## config.mk

```make
export PLATFORM = sky130hd
export DESIGN_NAME = ifu_fetch
export DESIGN_NICKNAME = d
export VERILOG_FILES = /design/src/rtl/ifu_fetch_pkg.sv /design/src/rtl/ifu_fetch.sv
export SDC_FILE = /design/constraint.sdc
export NUM_CORES = 1
export LEC_CHECK = 0
export ABC_AREA = 1
export ABC_CLOCK_PERIOD_IN_PS = 2250
export CORE_MARGIN = 3
export CORE_UTILIZATION = 40
export CTS_CLUSTER_SIZE = 16
export DETAILED_ROUTE_END_ITERATION = 7
export PLACE_DENSITY = 0.8
export SETUP_SLACK_MARGIN = 0.1
export SLEW_MARGIN = 20
export SYNTH_ARGS = -nofsm -noshare
export SYNTH_HDL_FRONTEND = slang
export SYNTH_SLANG_ARGS = --single-unit
```

## constraint.sdc

```tcl
create_clock -name clk -period 2.25 [get_ports clk]
set_clock_uncertainty 0.15 [all_clocks]
set_input_delay 0.5625 -clock clk [delete_from_list [all_inputs] [get_ports clk]]
set_output_delay 0.5625 -clock clk [all_outputs]
set_load 0.05 [all_outputs]
```

## src/rtl/ifu_fetch_pkg.sv

```systemverilog
// Shared types and constants for the instruction fetch unit.
package ifu_fetch_pkg;

    // Fetch sequencer states: wait for PC, address phase, data phase, hand to decode.
    typedef enum logic [1:0] {
        IDLE = 2'd0,
        ADDR = 2'd1,
        DATA = 2'd2,
        OUT  = 2'd3
    } ifu_state_t;

    localparam logic [1:0] RESP_OKAY = 2'b00;

endpackage

```

## src/rtl/ifu_fetch.sv

```systemverilog
// Instruction fetch unit: one outstanding read at a time.
// IDLE -> ADDR -> DATA -> OUT -> IDLE. A misaligned PC skips the bus entirely
// and goes straight to OUT with a fault-qualified zero instruction.
module ifu_fetch
    import ifu_fetch_pkg::*;
#(
    parameter int WIDTH = 32
) (
    input  logic             clk,
    input  logic             rst,
    input  logic [WIDTH-1:0] pc,
    input  logic             pc_update,
    output logic             ar_valid,
    output logic [WIDTH-1:0] ar_addr,
    input  logic             ar_ready,
    input  logic             r_valid,
    input  logic [31:0]      r_data,
    input  logic [1:0]       r_resp,
    output logic             r_ready,
    output logic             inst_valid,
    output logic [31:0]      inst,
    output logic [WIDTH-1:0] inst_pc,
    input  logic             inst_ready,
    output logic             fetch_fault
);

    ifu_state_t       r_state;
    ifu_state_t       w_state_nxt;
    logic [31:0]      r_inst;
    logic [WIDTH-1:0] r_inst_pc;
    logic             r_fault;
    logic             w_misaligned;
    logic             w_resp_ok;

    // pc comes straight from the PC register, so its low bits are a registered value.
    assign w_misaligned = (pc[1:0] != 2'b00);
    assign w_resp_ok    = (r_resp == RESP_OKAY);

    // State register; reset lands in ADDR so the reset PC is fetched without a pc_update.
    always_ff @(posedge clk) begin
        if (rst) r_state <= ADDR;
        else     r_state <= w_state_nxt;
    end

    // Next-state decode; each state only looks at its own handshake inputs.
    always_comb begin
        w_state_nxt = r_state;
        case (r_state)
            IDLE: if (pc_update)  w_state_nxt = ADDR;
            ADDR: begin
                if (w_misaligned)  w_state_nxt = OUT;
                else if (ar_ready) w_state_nxt = DATA;
            end
            DATA: if (r_valid)    w_state_nxt = OUT;
            OUT:  if (inst_ready) w_state_nxt = IDLE;
            default:              w_state_nxt = ADDR;
        endcase
    end

    // Capture the instruction, its PC and the fault flag; held untouched through OUT.
    always_ff @(posedge clk) begin
        if (rst) begin
            r_inst    <= '0;
            r_inst_pc <= '0;
            r_fault   <= 1'b0;
        end else if (r_state == ADDR && w_misaligned) begin
            r_inst    <= '0;
            r_inst_pc <= pc;
            r_fault   <= 1'b1;
        end else if (r_state == DATA && r_valid) begin
            r_inst    <= w_resp_ok ? r_data : 32'h0;
            r_inst_pc <= pc;
            r_fault   <= ~w_resp_ok;
        end
    end

    // Output decode from state; everything is forced quiet while rst is held.
    always_comb begin
        ar_valid    = 1'b0;
        ar_addr     = '0;
        r_ready     = 1'b0;
        inst_valid  = 1'b0;
        inst        = '0;
        inst_pc     = '0;
        fetch_fault = 1'b0;
        if (!rst) begin
            ar_valid    = (r_state == ADDR) && !w_misaligned;
            ar_addr     = (r_state == ADDR) ? pc : '0;
            r_ready     = (r_state == DATA);
            inst_valid  = (r_state == OUT);
            inst        = r_inst;
            inst_pc     = r_inst_pc;
            fetch_fault = r_fault;
        end
    end

endmodule

```

### Yosys cells after proc, flatten, opt, wreduce, memory -nomap -nowiden

Index checks and enable logic that the tools add are counted.

| word-level totals | value |
|---|---|
| register bits after elaboration | 67 |
| input bits | 72 |
| word-level logic and storage cells | 41 |

| cells by class | value |
|---|---|
| equality and inequality tests | 7 |
| mux-type cells | 19 |
| bitwise logic cells | 1 |
| reductions and logical operators | 10 |

Operator list:

| cell | number |
|---|---|
| $mux 32 | 7 |
| $mux 2 | 5 |
| $pmux 2 s4 | 1 |
| $mux 1 | 6 |
| $ne 2x2->1 const B | 3 |
| $eq 2x2->1 const B | 2 |
| $logic_not 2->1 | 2 |
| $reduce_and 4->1 | 1 |
| $reduce_bool 2->1 | 2 |
| $logic_and 1x1->1 | 3 |
| $ne 3x3->1 const B | 1 |
| $eq 2x1->1 const B | 1 |
| $reduce_or 2->1 | 1 |
| $logic_not 1->1 | 1 |
| $not 1->1 | 1 |

### Longest topological paths before layout

Gate-level depths: netlist of the first run.

| depth | value |
|---|---|
| depth in word-level cells | 4 |
| depth in mapped cells | 8 |

### Least setup slack after synthesis of the first run

OpenSTA, ideal clock, no wires.

| path | value |
|---|---|
| path type | input -> output |
| start point | input port rst |
| end point | output port ar_addr[0] |
| data arrival time | 2.017 ns |
| data required time | 1.537 ns |
| slack | -0.479 ns |
| cell stages on the path | 3 |
| buffers on the path | 2 |
| path through | buf_2 > clkbuf_1 > nor3_1 |

| on the way | value |
|---|---|
| longest elaborated chain between the ends | 1 |

RTL lines:

| what | RTL line | text |
|---|---|---|
| start: declaration | ifu_fetch.sv:10 | `input logic rst,` |
| $mux 32 | ifu_fetch.sv:86 | `if (!rst) begin` |
| end: declaration | ifu_fetch.sv:14 | `output logic [WIDTH-1:0] ar_addr,` |

No other way between the ends.

### Final worst setup path of the first run

| path | value |
|---|---|
| start point | register r_state[1] |
| end point | output port ar_addr[19] |

| on the way | value |
|---|---|
| longest elaborated chain between the ends | 3 |

RTL lines:

| what | RTL line | text |
|---|---|---|
| start: declaration | ifu_fetch.sv:27 | `ifu_state_t r_state;` |
| start signal: assignment | ifu_fetch.sv:42 | `else r_state <= w_state_nxt;` |
| $eq 2x1->1 | ifu_fetch.sv:88 | `ar_addr = (r_state == ADDR) ? pc : '0;` |
| $mux 32 | ifu_fetch.sv:88 |  |
| $mux 32 | ifu_fetch.sv:86 |  |

No other way between the ends.

==> results.md, run 1 <==
- The flow ran to the end, and the final reports show no timing, DRC or antenna violations.
- The area share of the leading cell type in the synthesized netlist is 39.5%.
- The area added between synthesis and finish is 80.7%.
- Static timing analysis puts the maximum clock frequency at 450 MHz.
- Cell internal power was estimated by the tool at 3.41 mW.
- Sorting the synthesized cells by area gives the leading types as dfxtp_1 40%, nor2_1 19%, inv_1 8.6%.
- Registers are responsible for 25.5% of the overall power.
- The initial antenna violation count is 0.
- The via total after detailed routing is 4012.
- 0 antenna diodes ended up in the layout.
- For this run, the total global-route usage over all layers was measured as 22.7%.
- Entering global routing, the biggest net connects 43 pins.
- Net switching is 45.5% of the power.
- The total congestion overflow is 0.
- The relative max-transition margin is 64.0%.
- The first routing iteration left 178 violations.
- Row generation in the floorplan step produced 32 rows.
- The worst hold path belongs to the class register to register.
- After detailed routing, the number of remaining DRC violations is 0.
- In the final design database the tool counted 796 nets.
- The type of the setup path with the least slack is register to output port.
- The wire length of the first global-routing pass is 18000 um.
- Across the run, the number of max-cap violations was 0.
- At the later pin of the worst-skew pair, clock insertion delay measures 340 ps.
- The worst setup path is launched from a register.
- The kind of end point of the critical path is an output port.
- Of the total power, the clock network draws 14.3%.
- The smallest hold slack is 315 ps.
- The count of nets left with antenna violations once routing finished came out at 0.
- The number of distinct library cell variants in the gate-level netlist after synthesis is 18.
- The setup total negative slack is 0 ps.
- After the flow finishes, the layout carries non-filler instances totaling 826.
- The arrival time of the worst setup path is 1510 ps.
- The final number of max-transition violations is 0.
- Yosys mapped a number of flops with a built-in enable equal to 0.
- The I/O pin total is 172.
- The final clock period utilization by the worst path is 98.7%.
- The post-synthesis instance area is 3390 um^2.
- The pre-antenna-repair detailed-routing pass consisted of 5 iterations.
- The slew at the pin closest to its max-slew limit is 539 ps.
- The most common cell in the synthesized netlist is nor2_1.
- Summed over all layers, the routed wires come to 11700 um.
- The worst register-to-register path has a depth of 8.
- For this design, the sink count on the clock tree is 67.
- The clock buffer count from CTS is 9.
- In the final routed layout, each cell accounts on average for 14.2 um.
- Power comes to 6.25 mW.
- The buffer cell driving the clock tree root is clkbuf_8.
- The proportion of register bits with asynchronous set or reset after synthesis is 0%.
- Across the VDD grid, the largest voltage drop is 0.466 mV.
- The clock tree from TritonCTS is built.
- The areal power density over the cells is 1020 nW/um^2.
- The initial core utilization is 42.6%.
- The die extent in x is 98.1 um.
- Setup violations remaining at the end of the flow were counted as 0.
- The H-tree generated during clock tree synthesis spans 3 levels.
- Synthesis produced a netlist whose cell count is 543.
- The quantity of I/O buffers inserted on ports is 171.
- The via count of the first global-routing pass is 3852.
- In the synthesized netlist, the cells that appear most often are 169 x nor2_1, 78 x inv_1, 73 x nand2_1, 67 x dfxtp_1, 38 x nand3_1.
- The cell count after placement is 797.
- The worst path needs 2220 ps of the cycle, external delays included.
- The number of warnings issued by yosys is 0.
- The leakage power of the design is 2.59 nW.
- The maximum fanout along the worst path is 7.
- The clock transition at the registers of the reported paths is 70 ps.
- Detailed placement ended at an HPWL of 7930 um.
- From bottom edge to top edge, the die measures 98.1 um.
- The area of the placeable core is 7970 um^2.
- Along the worst hold path, the cell count comes to 2.
- The part of the power in combinational logic is 60.2%.
- The weighted congestion at the end of routability-driven global placement is 0.836.
- The switching power of the nets is 2.84 mW.
- Setup repair after global routing could not meet its margin everywhere.
- In the synthesized netlist the dominant register cell turns out to be dfxtp_1.
- The post-detailed-route via-to-cell ratio is 4.86.
- The longest clock path from root to sink contains 2 buffers.
- The biggest area contributor in the post-synthesis netlist is dfxtp_1.
- The number of hold violations in the final report is 0.
- The share of the Yosys chip area taken by registers is 39.5%.
- The filler cells instantiated in the layout total 582.
- Synthesis produced a netlist with a net count of 620.
- The die footprint is 9620 um^2.
- Dividing the synthesized area by the synthesized cell count gives 6.25 um^2.
- At the worst endpoint, the required time is 1540 ps.
- The synthesized design contains 67 register bits.
- The fraction of layout cells with a size suffix above 1 is 30.9%.
-- through the flow --
step	area (um^2)	util (%)	worst slack, ps
final	6130	76.9	28.6
after floorplan	3650	-	-43.2
after global placement	5610	70.4	33.4
after CTS	5940	74.5	17.1
after global routing	6130	76.9	-24.3
after detailed placement	5610	70.4	19.9
-- flip-flops by register name, indices dropped and copies added (netlist names) --
register / count
r_inst: 32
r_inst_pc: 32
r_state: 2
r_fault: 1
-- cell type report --
type                       count  area [um^2]  area share (%)
clock buffer                  14          163            2.65
clock inverter                 2         10.0           0.163
inverter                      82          317            5.17
multi-input combinational    358         1950            31.8
sequential                    67         1350            22.0
tap                          102          128            2.08
timing repair buffer         201         2210            36.1
-- timing repair --
item | CTS | global route
pin swaps | 4 | 23
resized for setup | 22 | 35
hold buffers | 0 | 0
hold endpoints to repair | 0 | 0
setup buffers | 9 | 1
endpoints found under the setup margin | 33 | 34
gates cloned | 1 | 2
-- layer usage --
| layer | GRT usage, % | part of all wire (%) |
|---|---|---|
| met4 | 8.95 | 2.5 |
| met2 | 39.5 | 50 |
| met1 | 27.1 | 39 |
| met3 | 5.14 | 8.5 |
| met5 | 0 | 0 |
-- worst max-delay path: stages (launching register included) --
cell and delay [ps]:
dfxtp_4 350, inv_4 60, ha_4 150, buf_12 120, clkbuf_16 150, nand2_4 50, nor2_4 140, buf_12 150
-- logic make-up after synthesis --
logic type               count (synthesis)  share of synthesized area [%]
AO/OA/AOI/OAI                           67                           9.89
buffers and inverters                  118                           15.0
adder cells (fa/ha/maj)                  5                           1.84
AND/OR/NAND/NOR                        286                           33.7
flip-flops                              67                           39.5
-- layout by cell type, fill, tap and decap left out --
cell	n
nor2_1	130
buf_4	88
inv_1	75
clkdlybuf4s50_1	68
dfxtp_1	65
nand2_1	50
nand3_1	38
buf_12	37
a21oi_1	33
nor2_4	30
o21ai_0	27
nand2_2	16
nand2_4	11
clkbuf_8	11
nor2_2	9
o21ai_1	7
inv_2	4
ha_4	3
clkbuf_1	3
buf_6	3
inv_4	2
nor3_4	2
ha_1	2
clkinv_2	2
clkbuf_16	2
dlygate4sd2_1	2
dfxtp_4	2
clkinvlp_4	1
buf_16	1
-- final timing paths --
kind	startpoint	to	slack [ps]
min reg2reg	r_inst[21]	r_inst[21]	310
max reg2reg	r_state[0]	r_inst_pc[24]	420
max	r_state[1]	ar_addr[19]	30
min	r_inst[21]	r_inst[21]	310
-- power by group through the flow --
| stage | clock network (mW) | logic (mW) | registers (mW) |
|---|---|---|---|
| floorplan | 0 | 2.07 | 1.56 |
| finish | 0.896 | 3.76 | 1.59 |
| CTS | 0.906 | 3.42 | 1.58 |
| global route | 0.963 | 4.00 | 1.61 |
| global placement | 0 | 3.05 | 1.58 |
| detailed placement | 0 | 3.11 | 1.60 |
Power figures use the tool's default switching activity.
==> run 2, diff against run 1 <==
- CORE_MARGIN: 3 -> 8
==> results.md, run 2 (same netlist as run 1, synthesis figures left out) <==
- The die covers 11700 um^2.
- The final critical-path required period is 2200 ps.
- The total congestion overflow is 0.
- The detailed router finished its first iteration with 127 violations.
- The number of buffers between clock root and the deepest sink is 2.
- The max-cap violation count is 0.
- In the routed design, unresolved DRC markers number 0.
- The kind of cell adding the most delay to the critical path is buffers and inverters.
- Entering global routing, the biggest net connects 36 pins.
- The cell count after placement is 799.
- Across the whole layout, storage elements account for 1350 um^2.
- The switching power of the nets is 2.73 mW.
- The number of detailed-routing iterations run before antenna repair is 4.
- The post-place setup slack is 3.23 ps.
- The via count of the first global-routing pass came to 3877.
- In this run, CTS created clock tree buffers numbering 9.
- The cell with the largest stage delay on the worst path is dfxtp_4.
- VDD sags by at most 0.368 mV.
- The clock network is responsible for 15.8% of the overall power.
- The count of buffering cells on the critical path with inverters included is 3.
- The met2 usage in global routing is 33.3%.
- The count of H-tree levels built during CTS is 3.
- In this run the tightest slew margin relative to its limit is 65.0%.
- Global routing consumed, over all layers together, 20.1% of the routing resources.
- The proportion of power drawn by flip-flops and latches is 26.6%.
- In this run the standard cell core region covers 8220 um^2.
- The path class of the tightest hold or removal check is register to register.
- The die extent in x is 108 um.
- The via total after detailed routing is 3968.
- The worst setup path is launched from a register.
- The post-detailed-placement half-perimeter wirelength is 8800 um.
- The initial antenna violation count is 0.
- After detailed routing, the number of vias per cell comes to 4.83.
- For this configuration, the core starts out at a cell density of 41.3%.
- The final design utilization is 73.5%.
- Dividing the detail-routed wire length by the instance count gives 14.5 um.
- The area added between synthesis and finish is 78.1%.
- The quantity of I/O buffers inserted on ports is 171.
- In this run the remaining antenna-violating nets after routing total 0.
- TritonCTS built the clock tree.
- The floorplan has 33 rows.
- The final clock period utilization by the worst path is 97.8%.
- The arrival time of the worst setup path is 1490 ps.
- Setup repair after global routing could not meet its margin everywhere.
- The clock drives 67 sinks.
- STA puts the critical path data required time at 1540 ps.
- The buffer cell driving the clock tree root is clkbuf_8.
- The most common library cell in the layout ignoring fill and taps is nor2_1.
- Final hold analysis gives a worst-case slack of 315 ps.
- Of all nets on the critical path, the largest fanout is 5.
- The final number of max-transition violations is 0.
- The worst setup path is captured at an output port.
- In the final layout, the multi-input gates occupy 1910 um^2.
- Combinational logic burns 57.6% of the power.
- Counting the fill cells in the layout gives 650.
- Cells with a size suffix above 1 make up 28.4% of the layout.
- The later pin in the worst-skew pair is clocked with a latency of 330 ps.
- Once layout is done, the placed cells without fillers occupy 6040 um^2.
- The vertical die dimension is 108 um.
- For this run, the number of standard cells in the final layout without fillers is 821.
- The largest registers in the layout are r_inst x32, r_inst_pc x32, r_state x2.
- The repair_antennas step left the layout with diodes totalling 0.
- The number of hold violations in the final report is 0.
- Wires add up to 11900 um.
- The count of final setup violators is 0.
- For this design the static power due to leakage is 2.57 nW.
- The top achievable clock speed is 455 MHz.
- The first global-routing pass estimated 19000 um of wire.
- The largest single stage delay on the critical path is 360 ps.
- After the last flow step, the layout net total stands at 788.
- After clock tree synthesis, the clock-pin slew on the worst setup and hold paths is 70 ps.
- The cell area after placement is 5610 um^2.
- The setup total negative slack is 0 ps.
- The critical path is of the register to output port type.
- Once routing completed, OpenROAD measured the worst setup slack at 50.6 ps.
- The areal power density over the cells is 993 nW/um^2.
- Leaving out fill and tap cells, the most frequent cells in the layout are 130 x nor2_1, 80 x buf_4, 76 x inv_1.
- The switching share of total power is 45.4%.
- For the pin with the worst max-slew slack, the measured transition is 524 ps.
- At the end of routability-driven placement, the weighted congestion stood at 0.813.
- The met3 layer usage reported by global route is 6.66%.
- Walking the worst path, the cells encountered are inv_4 > ha_4 > buf_8 > nand2_4 > nor2_4 > buf_12.
- The internal power of the cells totals 3.27 mW.
- For this run, global-route usage on met1 was measured as 23.8%.
- The flow ran to the end, and the final reports show no timing, DRC or antenna violations.
- The overall power after layout is 6.00 mW.
- For this design the top-level I/O count stands at 172.
- The global routing stage identified its most utilized layer as met2.
-- run 2: changes by cell type in the layout (fill, tap and decap cells not counted), moves of 3 or more --
cell | previous run | this run
buf_4 | 88 | 80
buf_8 | 0 | 3
nand2_1 | 50 | 62
nand2_2 | 16 | 3
-- run 2: worst reg2reg max path, stage by stage, from the launching register on --
cell     delay (ps)
dfxtp_4         360
buf_4           140
ha_1            210
nand2_2         140
nand2_4          90
inv_2           400
nor2_1          100
nor2_1          130
-- run 2: worst paths after layout --
kind | slack (ps) | cells past startpoint | endpoint | start
setup reg to reg | 470 | 7 | r_inst_pc[9] | r_state[1]
setup / recovery | 50 | 6 | ar_addr[5] | r_state[1]
hold / removal | 310 | 2 | r_inst[8] | r_inst[8]
hold reg to reg | 310 | 2 | r_inst[8] | r_inst[8]
-- run 2: timing repair --
item	CTS	global route
resized for setup	42	8
hold buffers	0	0
endpoints found under the hold margin	0	0
cloned	3	0
buffers inserted	3	0
pin swaps	15	12
setup endpoints to repair	63	54
-- run 2: final cells by class --
class | instances | share of cell area (%)
Clock buffer | 11 | 2.17
Inverter | 82 | 5.14
Tap cell | 105 | 2.17
Multi-Input combinational cell | 358 | 31.6
Clock inverter | 5 | 0.890
Timing Repair Buffer | 193 | 35.7
Sequential cell | 67 | 22.3
-- run 2: power by group through the flow --
stage | logic (mW) | registers [mW] | clock network [mW]
floorplan | 2.07 | 1.56 | 0
global placement | 3.07 | 1.58 | 0
detailed placement | 3.12 | 1.60 | 0
CTS | 3.45 | 1.58 | 0.974
global route | 3.69 | 1.62 | 1.03
finish | 3.46 | 1.59 | 0.948
-- run 2: layer usage --
layer | share of wire (%) | up-vias
met1 | 40 | 1815
met4 | 1.4 | 0
met3 | 11 | 12
met5 | 0 | -
li1 | - | 1973
met2 | 48 | 168
